[src/rtl/kb_pkg.sv]
// kb_pkg: shared types and constants for the keyboard/mouse event queue.
//   kq_state_e   ingress FSM state encoding
//   KB_ENTRY_W   queued entry width; bit 16 is is_mouse, bits 15:0 the word
//   DROP_CNT_MAX saturation value of the drop counter
package kb_pkg;
    typedef enum logic [1:0] {
        KQ_IDLE,
        KQ_ACK,
        KQ_WAIT_CLR
    } kq_state_e;
    localparam int KB_ENTRY_W   = 17;
    localparam int DROP_CNT_MAX = 255;
endpackage

[src/rtl/kb_event_fifo.sv]
// kb_event_fifo: synchronous first-word-fall-through FIFO.
//   clk, reset       clock, synchronous active-high reset
//   push_i, wdata_i  write request and data (ignored when full unless popping)
//   pop_i            read request (ignored when empty)
//   rdata_o          head entry, valid whenever empty_o=0
//   full_o, empty_o  status flags
//   count_o          exact occupancy, 0..2**DEPTH_LOG2
module kb_event_fifo #(
    parameter int W          = 17,
    parameter int DEPTH_LOG2 = 3
) (
    input  logic                  clk,
    input  logic                  reset,
    input  logic                  push_i,
    input  logic                  pop_i,
    input  logic [W-1:0]          wdata_i,
    output logic [W-1:0]          rdata_o,
    output logic                  full_o,
    output logic                  empty_o,
    output logic [DEPTH_LOG2:0]   count_o
);
    localparam int DEPTH = 1 << DEPTH_LOG2;
    logic [W-1:0]            mem_q [DEPTH];
    logic [DEPTH_LOG2-1:0]   wr_ptr_q, rd_ptr_q;
    logic [DEPTH_LOG2:0]     count_q;
    logic                    do_push, do_pop;
    assign do_pop  = pop_i & ~empty_o;
    // A pop on the same edge frees a slot, so a full FIFO can still accept.
    assign do_push = push_i & (~full_o | do_pop);
    assign full_o  = count_q == (DEPTH_LOG2+1)'(DEPTH);
    assign empty_o = count_q == '0;
    assign count_o = count_q;
    assign rdata_o = mem_q[rd_ptr_q];
    always_ff @(posedge clk) begin
        if (reset) begin
            wr_ptr_q <= '0;
            rd_ptr_q <= '0;
            count_q  <= '0;
        end else begin
            wr_ptr_q <= wr_ptr_q + DEPTH_LOG2'(do_push);
            rd_ptr_q <= rd_ptr_q + DEPTH_LOG2'(do_pop);
            count_q  <= count_q + (DEPTH_LOG2+1)'(do_push) - (DEPTH_LOG2+1)'(do_pop);
        end
    end
    always_ff @(posedge clk) begin
        if (do_push) mem_q[wr_ptr_q] <= wdata_i;
    end
endmodule

[src/rtl/kb_event_queue.sv]
// kb_event_queue: acknowledges keyboard/mouse holding-register words, filters
// repeated mouse reports and buffers events for the host over valid/ready.
//   clk, reset                 clock, synchronous active-high reset
//   data_ready, is_mouse_data,
//   keyboard_data              upstream holding register
//   keyboard_data_retrieved    one-cycle acknowledge to upstream
//   ev_valid, ev_is_mouse,
//   ev_data, ev_ready          FWFT event stream to the host
//   ev_count                   FIFO occupancy
//   overflow, drop_count       sticky drop flag and saturating drop counter
//   overflow_clear             clears overflow and drop_count
module kb_event_queue
    import kb_pkg::*;
#(
    parameter int DEPTH_LOG2       = 3,
    parameter int FILTER_MOUSE_DUP = 1
) (
    input  logic                  clk,
    input  logic                  reset,
    input  logic                  data_ready,
    input  logic                  is_mouse_data,
    input  logic [15:0]           keyboard_data,
    output logic                  keyboard_data_retrieved,
    output logic                  ev_valid,
    output logic                  ev_is_mouse,
    output logic [15:0]           ev_data,
    input  logic                  ev_ready,
    output logic [DEPTH_LOG2:0]   ev_count,
    output logic                  overflow,
    input  logic                  overflow_clear,
    output logic [7:0]            drop_count
);
    kq_state_e               state_q, state_d;
    logic [KB_ENTRY_W-1:0]   hold_q, hold_d, head;
    logic                    retr_q, retr_d;
    logic [15:0]             last_mouse_q, last_mouse_d;
    logic                    lm_valid_q, lm_valid_d;
    logic                    ovf_q, ovf_d;
    logic [7:0]              drop_q, drop_d;
    logic                    full, empty, pop, push, drop, dup, accept;
    kb_event_fifo #(.W(KB_ENTRY_W), .DEPTH_LOG2(DEPTH_LOG2)) u_fifo (
        .clk     (clk),
        .reset   (reset),
        .push_i  (push),
        .pop_i   (pop),
        .wdata_i (hold_q),
        .rdata_o (head),
        .full_o  (full),
        .empty_o (empty),
        .count_o (ev_count)
    );
    assign ev_valid                = ~empty;
    assign ev_is_mouse             = head[16];
    assign ev_data                 = head[15:0];
    assign keyboard_data_retrieved = retr_q;
    assign overflow                = ovf_q;
    assign drop_count              = drop_q;
    assign pop    = ev_valid & ev_ready;
    assign accept = state_q == KQ_ACK;
    assign dup    = (FILTER_MOUSE_DUP != 0) && hold_q[16] && lm_valid_q && hold_q[15:0] == last_mouse_q;
    assign push   = accept & ~dup & (~full | pop);
    assign drop   = accept & ~dup & full & ~pop;
    always_comb begin
        state_d      = state_q;
        hold_d       = hold_q;
        retr_d       = 1'b0;
        last_mouse_d = last_mouse_q;
        lm_valid_d   = lm_valid_q;
        case (state_q)
            KQ_IDLE: if (data_ready) begin
                hold_d  = {is_mouse_data, keyboard_data};
                retr_d  = 1'b1;
                state_d = KQ_ACK;
            end
            KQ_ACK: state_d = KQ_WAIT_CLR;
            KQ_WAIT_CLR: if (!data_ready) state_d = KQ_IDLE;
            default: state_d = KQ_IDLE;
        endcase
        if (push && hold_q[16]) begin
            last_mouse_d = hold_q[15:0];
            lm_valid_d   = 1'b1;
        end
        // A drop on the clearing edge wins and restarts the count at one.
        ovf_d  = drop ? 1'b1 : overflow_clear ? 1'b0 : ovf_q;
        drop_d = drop ? (overflow_clear ? 8'd1 : drop_q == 8'(DROP_CNT_MAX) ? drop_q : drop_q + 8'd1)
                      : overflow_clear ? 8'd0 : drop_q;
    end
    always_ff @(posedge clk) begin
        if (reset) begin
            state_q      <= KQ_IDLE;
            hold_q       <= '0;
            retr_q       <= 1'b0;
            last_mouse_q <= '0;
            lm_valid_q   <= 1'b0;
            ovf_q        <= 1'b0;
            drop_q       <= '0;
        end else begin
            state_q      <= state_d;
            hold_q       <= hold_d;
            retr_q       <= retr_d;
            last_mouse_q <= last_mouse_d;
            lm_valid_q   <= lm_valid_d;
            ovf_q        <= ovf_d;
            drop_q       <= drop_d;
        end
    end
endmodule
[config.mk]
export PLATFORM = sky130hd
export DESIGN_NAME = kb_event_queue
export DESIGN_NICKNAME = d
export VERILOG_FILES = /design/src/rtl/kb_pkg.sv /design/src/rtl/kb_event_fifo.sv /design/src/rtl/kb_event_queue.sv
export SDC_FILE = /design/constraint.sdc
export NUM_CORES = 1
export LEC_CHECK = 0
export CAP_MARGIN = 20
export CORE_MARGIN = 1.5
export CORE_UTILIZATION = 54
export CTS_BUF_LIST = sky130_fd_sc_hd__clkbuf_8
export CTS_CLUSTER_DIAMETER = 100
export DETAILED_ROUTE_END_ITERATION = 10
export GPL_TIMING_DRIVEN = 0
export PLACE_DENSITY = 0.74
export SKIP_CTS_REPAIR_TIMING = 1
export SYNTH_ARGS = -nofsm -noshare
export SYNTH_HDL_FRONTEND = slang
export SYNTH_SLANG_ARGS = --single-unit
[constraint.sdc]
create_clock -name clk -period 9.48 [get_ports clk]
set_input_delay 1.896 -clock clk [delete_from_list [all_inputs] [get_ports clk]]
set_output_delay 1.896 -clock clk [all_outputs]
set_load 0.1 [all_outputs]
==> results of run 1 <==
[area by class of cell]
type / count / area [sq um]
Buffer: 24 / 111
Clock buffer: 19 / 262
Clock inverter: 13 / 85.1
Fill cell: 1016 / 4930
Inverter: 11 / 41.3
Multi-Input combinational cell: 273 / 2430
Sequential cell: 192 / 5200
Tap cell: 180 / 225
Timing Repair Buffer: 61 / 647
[sequential cells by signal, summed over array words and instances, names as in the netlist]
| signal | cells |
|---|---|
| drop_count | 8 |
| hold_q | 17 |
| keyboard_data_retrieved | 1 |
| last_mouse_q | 16 |
| lm_valid_q | 1 |
| overflow | 1 |
| state_q | 2 |
| u_fifo.count_o | 4 |
| u_fifo.mem_q | 136 |
| u_fifo.rd_ptr_q | 3 |
| u_fifo.wr_ptr_q | 3 |
[layer usage]
| layer | up-vias | track usage | routed length, um |
|---|---|---|---|
| met5 | - | 0 | 0 |
| met4 | 0 | 0.0836 | 261 |
| met3 | 22 | 0.0441 | 672 |
| met2 | 123 | 0.378 | 8010 |
| met1 | 2252 | 0.293 | 6660 |
| li1 | 2016 | - | - |
[power by group through the flow]
stage / logic [mW] / registers [mW] / clock network (mW)
global route: 0.759 / 0.959 / 0.509
floorplan: 0.511 / 1.02 / 0
finish: 0.716 / 0.954 / 0.475
detailed placement: 0.722 / 0.974 / 0
global placement: 0.703 / 0.970 / 0
CTS: 0.725 / 0.954 / 0.480
[metrics by stage]
step / cell area [sq um] / hold slack [ps]
floorplan: 7760 / 458
finish: 9000 / 475
CTS: 9000 / 477
detailed placement: 8660 / 465
global placement: 8510 / 464
global route: 9000 / 500
[worst max-delay path, stage by stage (launching register included)]
cell	delay (ps)
dfxtp_1	370
clkbuf_1	360
clkbuf_1	720
mux4_2	420
mux2_2	310
clkdlybuf4s50_1	970
[kinds of logic (layout without fill, tap and decap cells)]
kind of cell,Yosys count,count (layout),synth area share
flops,192,192,0.671
simple gates,137,137,0.0922
mux,68,68,0.145
compound gates,36,36,0.0290
buf+inv,35,128,0.0197
xor+xnor,20,20,0.0226
fa+ha+maj,12,12,0.0203
[final timing paths]
kind	startpoint	to	slack, ps	cells after the start
worst max-delay path	u_fifo.rd_ptr_q[1]	ev_data[6]	3970	5
worst min-delay path	overflow	overflow	470	2
worst max register to register	u_fifo.count_o[2]	u_fifo.mem_q[0][10]	6530	8
worst min register to register	overflow	overflow	470	2
[layout by cell type, fill, tap and decap left out, types with 4 or more instances in the layout]
cell type / instances
nor2_2: 6
edfxtp_1: 136
clkdlybuf4s50_1: 53
mux2i_1: 17
mux4_2: 34
mux2_2: 17
nor3_1: 4
buf_8: 7
nor2_1: 13
inv_1: 17
clkbuf_8: 19
nor2b_1: 6
dfxtp_1: 56
nand2b_1: 37
xor2_1: 13
xnor2_1: 7
clkbuf_1: 16
nand2_1: 45
a21oi_1: 20
buf_2: 5
ha_1: 11
==> impl_metrics.csv, run 1 <==
group,metric,value,unit
status,status,"finished clean",
placement,hpwl,10900,um
synthesis,yosys_most_used_dff,"edfxtp_1",
synthesis,synth_edf_count,136,
die,initial_core_util,0.557,
timing,fin_setup_tns,0,ps
setup_path,critPathArrivalTime,3610,ps
synthesis,synth_common_cells,"136 x edfxtp_1, 56 x dfxtp_1, 45 x nand2_1",
power_and_ir_drop,leakage,2.99,nW
clocking,path_clk_slew,80,ps
timing,worst-slew-pin-transition,985,ps
synthesis,yosysTopAreaCellShare,0.526,
die,core_area,13900,sq um
clocking,cts_max_level,4,
synthesis,synth_seq_cells,192,
layout,drive_above_1_share,0.170,
power_and_ir_drop,power.share.clock,0.221,
drt,wirelength,15600,um
power_and_ir_drop,switching_share,0.356,
global_routing,grt_antenna_before_repair,0,
placement,finalWeightedCongestion,0.836,
setup_path,worstSetupPathType,"reg -> out",
drt,wire_per_inst,20.2,um
clocking,cts_made_buffers,17,
job,max_cap_viol_count,0,
timing,skew,11.9,ps
power_and_ir_drop,cellPowerDensity,238,nW/um^2
drt,ant_nets,0,
synthesis,ys_seq_area_frac,0.671,
synthesis,ys_async_sr_fraction,0,
drt,route.detailed.drc,0,
drt,drt_iter0_markers,355,
clocking,cts_tree,"done",
drt,first_pass_iters,5,
synthesis,yosysWarnings,0,
layout,postLayoutCoreUtil,0.646,
setup_path,end_kind,"output pin",
timing,finalHoldViolCount,0,
timing,fmax,182,MHz
die,die-area,15100,sq um
power_and_ir_drop,p_total,2.14,mW
synthesis,yosys.area.top_type,"edfxtp_1",
power_and_ir_drop,irDropWorstVdd,0.000166,V
layout,area_delta_synth_final,16.0,%
timing,rsz0062_at_grt,"false",
layout,final_cells,773,
global_routing,grt_pass1_vias,4554,
placement,dpl_worst_slack,4410,ps
die,io_pins,54,
die,die_h,123,um
synthesis,syn_area,7760,sq um
synthesis,yosys.cell_types.count,43,
placement,place_inst,741,
layout,nets,614,
layout,diodes,0,
synthesis,synth_most_common_cell,"edfxtp_1",
clocking,clock_sinks,192,
drt,routed_via_density,5.71,
die,fp-row-count,43,
clocking,ctsRootBufferMaster,"clkbuf_8",
die,die_x,123,um
clocking,cts_buffer_depth,2,
placement,portBuffers,53,
global_routing,grt_start_max_net_pins,17,
drt,vias,4413,
setup_path,start_kind,"register",
timing,layout_setup_ws,3970,ps
setup_path,cp.required,7580,ps
timing,post-route-period-util,0.581,
synthesis,synth_nets,534,
timing,post-route-min-period,5510,ps
power_and_ir_drop,intPower,1.38,mW
timing,maxSlewViolCount,0,
min_path,worstHoldPathType,"reg -> reg",
synthesis,syn_inst,500,
clocking,worstSkewPairLatency,460,ps
setup_path,critPathMaxFanout,10,
power_and_ir_drop,switching_power,0.764,mW
global_routing,grt_first_pass_wirelength,24500,um
power_and_ir_drop,power_frac_seq,0.445,
global_routing,grt_overflow_total,0,
power_and_ir_drop,pwr-share-comb,0.334,
synthesis,synth_area_leaders,"edfxtp_1 53%, dfxtp_1 14%, mux4_2 9.9%",
timing,setup_viol,0,
timing,slew_headroom,0.341,
synthesis,synth_area_per_cell,15.5,sq um
global_routing,grt_usage,0.226,
(Power assumes the default switching activity.)
==> inputs of run 2 (changes only) <==
Clock period 9.48 ns to 5.38 ns, I/O delays scaled along.
==> results of run 2 <==
The final DEF is identical to that of run 1. Status: finished clean.
Among the figures that moved: setup slack after placement 4410 ps -> 1130 ps; setup slack after layout 3970 ps -> 693 ps; register-to-register setup slack 6530 ps -> 2430 ps; total power 2.14 mW -> 3.78 mW; worst IR drop on VDD 0.000166 V -> 0.000293 V
==> inputs of run 3 (changes only) <==
Settings changed: CAP_MARGIN 20 to default.
==> results of run 3 <==
The final DEF is identical to that of run 1. Status: finished clean.
Among the figures that moved: setup slack after placement 4410 ps -> 1130 ps; setup slack after layout 3970 ps -> 693 ps; register-to-register setup slack 6530 ps -> 2430 ps; total power 2.14 mW -> 3.78 mW; worst IR drop on VDD 0.000166 V -> 0.000293 V
==> patch 1: new RTL, config.mk and constraints of run 3 <==
`DEPTH_LOG2` is set to 3 in 2 places; all go to 4.
--- a/src/rtl/kb_event_fifo.sv
+++ b/src/rtl/kb_event_fifo.sv
@@ -9,3 +9,3 @@
     parameter int W          = 17,
-    parameter int DEPTH_LOG2 = 3
+    parameter int DEPTH_LOG2 = 4
 ) (
--- a/src/rtl/kb_event_queue.sv
+++ b/src/rtl/kb_event_queue.sv
@@ -14,3 +14,3 @@
 #(
-    parameter int DEPTH_LOG2       = 3,
+    parameter int DEPTH_LOG2       = 4,
     parameter int FILTER_MOUSE_DUP = 1
Interface: changed (resized ev_count); port bits go from 54 to 55. No check against the original RTL was run, so the function may have changed too.
==> patch 1 against run 3 <==
- power rose by 68%
- register-to-register slack got worse by 1000 ps
- sequential cell count grew 139
- final cell count is 52% higher
- core utilization decreased by 0.45 points
- wire length up 79%
- worst setup slack worse by 210 ps
- count of clock-buffer cells in the layout up 31
- final area is 67% higher
- die area is 65% higher
- area after synthesis grew 67%
- critical path type unchanged
==> patch 1: results (changes against run 3) <==
Synth
  • Post-synth top area share: 0.631 (+0.105)
  • Synth cell types: 40 (-7.0%)
  • Syn Nets: 727 (+36%)
  • Synth Area in Adders: 0.0122 (-0.00814)
  • Proportion of synthesized chip area in sequential cells: 0.722 (+0.0514)
  • Commonest cells post-synth: 272 x edfxtp_1, 85 x mux4_2, 59 x dfxtp_1
  • Synth warn: 0 (unchanged)
  • Xor and xnor fraction of the mapped netlist area: 0.0156 (-0.00701)
  • Post-synth ARST share: 0 (unchanged)
  • Compound-Gate Fraction of Synth Area: 0.0166 (-0.0124)
  • Ys flop type: edfxtp_1
  • Multiplexer share of the synthesized area: 0.161 (+0.0157)
  • Syn avg cell area: 18.7 um^2 (+20%)
  • Area contributors post-synth: edfxtp_1 63%, mux4_2 15%, dfxtp_1 9.1%
  • EDFF count, synth: 272 (+100%)

Worst hold path
  • Worst min path class: reg -> reg

Final layout
  • N_diodes: 0 (unchanged)
  • Layout cell share with drive strength beyond 1: 0.244 (+0.0738)
  • Final net count: 861 (+40%)
  • Largest regs: u_fifo.mem_q: 272 flops, hold_q: 17 flops, last_mouse_q: 16 flops
  • Fillers: 1571 (+55%)

Place
  • Placed cells: 1094 (+48%)
  • I/O Buffers: 53 (unchanged)
  • Final GP Congestion: 0.780 (-6.7%)
  • DP HPWL: 18700 um (+71%)

CTS
  • Clock Latency Late Sink: 550 ps (+90 ps)
  • H-Tree Depth: 2 (-2)
  • Total CTS buffers: 50 (+33)
  • Clk slew on worst S/H paths: 60 ps (-20 ps)
  • CTS root buffer: clkbuf_8
  • Clk buf depth: 3 (+1)

Routing
  • Drt first-iter violations: 602 (+70%)
  • Wire per inst: 23.8 um (+18%)
  • Via count: 6909 (+57%)
  • Routed wire length: 28000 um (+79%)
  • DRT Pass-1 Iters: 5 (unchanged)

Power
  • Maximum vdd drop: 0.503 mV (+71%)
  • LEAKAGE: 5.12 nW (+71%)
  • P_int: 4.34 mW (+78%)

Timing
  • Worst-margin pin slew: 1080 ps (+99.5 ps)
  • Setup_tns: 0 ps (unchanged)
  • Clock Skew: 16.5 ps (+4.59 ps)

Global routing
  • First-pass GRT wire length: 42200 um (+72%)
  • Vias in the first global route: 7099 (+56%)
  • Initial antenna violation count: 0 (unchanged)
  • Total track usage: 0.237 (+0.0108)
  • Largest net degree at the start of global routing: 20 (+3)

Status
  • Status: complete, no violations

Setup path
  • Worst-path fanout max: 10 (unchanged)
  • CP arrival: 3820 ps (+210 ps)
## patch 1: power by group through the flow
stage / combinational, mW / sequential [mW] / clock, mW
after floorplan: 1.22 / 3.04 / 0
after global routing: 1.80 / 2.91 / 1.87
after detailed placement: 1.73 / 2.95 / 0
after global placement: 1.69 / 2.94 / 0
final: 1.72 / 2.90 / 1.73
after CTS: 1.73 / 2.90 / 1.76
## patch 1: per-layer routing
metal	vias to the layer above	wire, um	global-route usage
met4	0	651	0.0723
met1	3555	11500	0.323
met2	296	13800	0.389
met3	48	1970	0.0471
met5	-	0	0
li1	3010	-	-
## patch 1: worst max-delay path, cell delays in order (launching register included)
cell and delay (ps):
dfxtp_1 340, clkbuf_1 220, buf_2 390, buf_2 410, mux4_2 370, mux4_2 550, clkdlybuf4s50_1 1000
## patch 1: cell type report
class	instances	share of cell area
Inverter	11	0.00274
Clock inverter	31	0.00839
Sequential cell	331	0.621
Timing Repair Buffer	82	0.0542
Buffer	36	0.0142
Clock buffer	50	0.0457
Tap cell	319	0.0265
Multi-Input combinational cell	315	0.227
## patch 1: worst paths after layout
path	cells after the start	end	slack, ps	start
max reg2reg	16	u_fifo.count_o[4]	1420	hold_q[1]
max	6	ev_data[9]	490	u_fifo.rd_ptr_q[1]
min	2	lm_valid_q	460	lm_valid_q
min reg2reg	2	lm_valid_q	460	lm_valid_q
## patch 1: metrics by stage
step	setup WS, ps	hold WS (ps)	util	area, um^2
after detailed placement	1120	450	0.607	14200
after CTS	489	460	0.642	15100
final	486	457	0.642	15100
after global routing	384	486	0.642	15100
after global placement	-924	436	0.591	13900
after floorplan	1500	421	-	12900
## patch 1: cells by family after synthesis
logic type | Yosys count
fa+ha+maj | 12
flops | 331
mux | 102
simple gates | 138
buf+inv | 47
xor+xnor | 23
compound gates | 40
==> patch 2: new RTL, settings of run 3 <==
Without the edit above. Take the reset off `hold_q` and load it in a clocked block of its own.
--- a/src/rtl/kb_event_queue.sv
+++ b/src/rtl/kb_event_queue.sv
@@ -90,3 +90,2 @@
             state_q      <= KQ_IDLE;
-            hold_q       <= '0;
             retr_q       <= 1'b0;
@@ -98,3 +97,2 @@
             state_q      <= state_d;
-            hold_q       <= hold_d;
             retr_q       <= retr_d;
@@ -106,2 +104,6 @@
     end
+
+    always_ff @(posedge clk) begin
+        hold_q <= hold_d;
+    end
 endmodule
Formal check against the unedited RTL: no difference found for any inputs over 4 cycles, from zero or initial values and one cycle with reset high; that may be too few to reach the edited logic, so the function may still have changed.
==> patch 2 against run 3 <==
- sequential cell count stayed put
- area after synthesis about the same
- critical path depth stayed put
- worst setup slack gained 130 ps
- final area is 0.96% higher
- die area hardly changed
- power increased by 4.2%
- wire length is 6.0% lower
- clock power increased by 16%
- global-route usage is 1.4 points lower
==> patch 2: results (changes against run 3) <==
Routing
  • Met3 Routed Length: 572 um (-15%)
  • Wire length on met2: 7540 um (-5.8%)
  • Wire per inst: 20.3 um (+0.74%)
  • Via count: 4033 (-8.6%)
  • WL met1: 6290 um (-5.5%)
  • DRT Pass-1 Iters: 4 (-1)

Setup path
  • Reg2reg end: u_fifo.mem_q[5][4]
  • Flop-to-flop setup slack: 2270 ps (-160 ps)
  • FF-to-FF Start: hold_q[12]

Global routing
  • Vias in the first global route: 4188 (-8.0%)
  • GR Util met2: 0.363 (-0.0156)
  • Grt met3 use: 0.0479 (+0.00372)
  • GR Util met1: 0.266 (-0.0272)
  • Total track usage: 0.211 (-0.0143)

Worst hold path
  • Worst Hold Path EP: last_mouse_q[7]

Synth
  • Compound-Gate Fraction of Synth Area: 0.0163 (-0.0127)
  • Area contributors post-synth: edfxtp_1 59%, dfxtp_1 10%, mux4_2 9.9%
  • Synth Area in Adders: 0.0203 (about the same)
  • Synth cell types: 47 (+9.3%)
  • Commonest cells post-synth: 153 x edfxtp_1, 39 x dfxtp_1, 34 x mux4_2
  • Post-Synthesis Cells: 445 (-11%)

Power
  • LEAKAGE: 2.96 nW (-1.1%)

Place
  • Setup WS pre-CTS: 1260 ps (+133 ps)
  • Final GP Congestion: 0.789 (-5.6%)
  • DP HPWL: 9930 um (-9.0%)

CTS
  • Clk slew on worst S/H paths: 100 ps (+20 ps)

Final layout
  • Final net count: 562 (-8.5%)

Status
  • Status: complete, no violations

Timing
  • Clock Skew: 15.1 ps (+3.21 ps)
  • Post-route clock period utilization: 0.846 (-0.0247)
-- patch 2: area by class of cell --
class | instances | area, um^2
Sequential cell | 192 | 5380
Fill cell | 977 | 4850
Multi-Input combinational cell | 220 | 2270
Timing Repair Buffer | 64 | 644
Clock buffer | 17 | 234
Tap cell | 180 | 225
Clock inverter | 15 | 186
Buffer | 21 | 109
Inverter | 12 | 45.0
-- patch 2: how the worst max path moves through the flow --
stage / start / to / depth (start not counted)
CTS: u_fifo.rd_ptr_q[0] / ev_data[15] / 5
detailed placement: u_fifo.rd_ptr_q[0] / ev_data[15] / 5
floorplan: u_fifo.count_o[2] / u_fifo.mem_q[2][0] / 7
global route: u_fifo.rd_ptr_q[0] / ev_data[14] / 5
global placement: ev_ready / u_fifo.mem_q[1][3] / 6
finish: u_fifo.rd_ptr_q[0] / ev_data[15] / 5
-- patch 2: where the power goes --
group          internal, mW  leakage (nW)  switching, mW
logic                 0.429          1.06          0.826
clock network         0.464         0.199          0.508
registers              1.66          1.71         0.0533
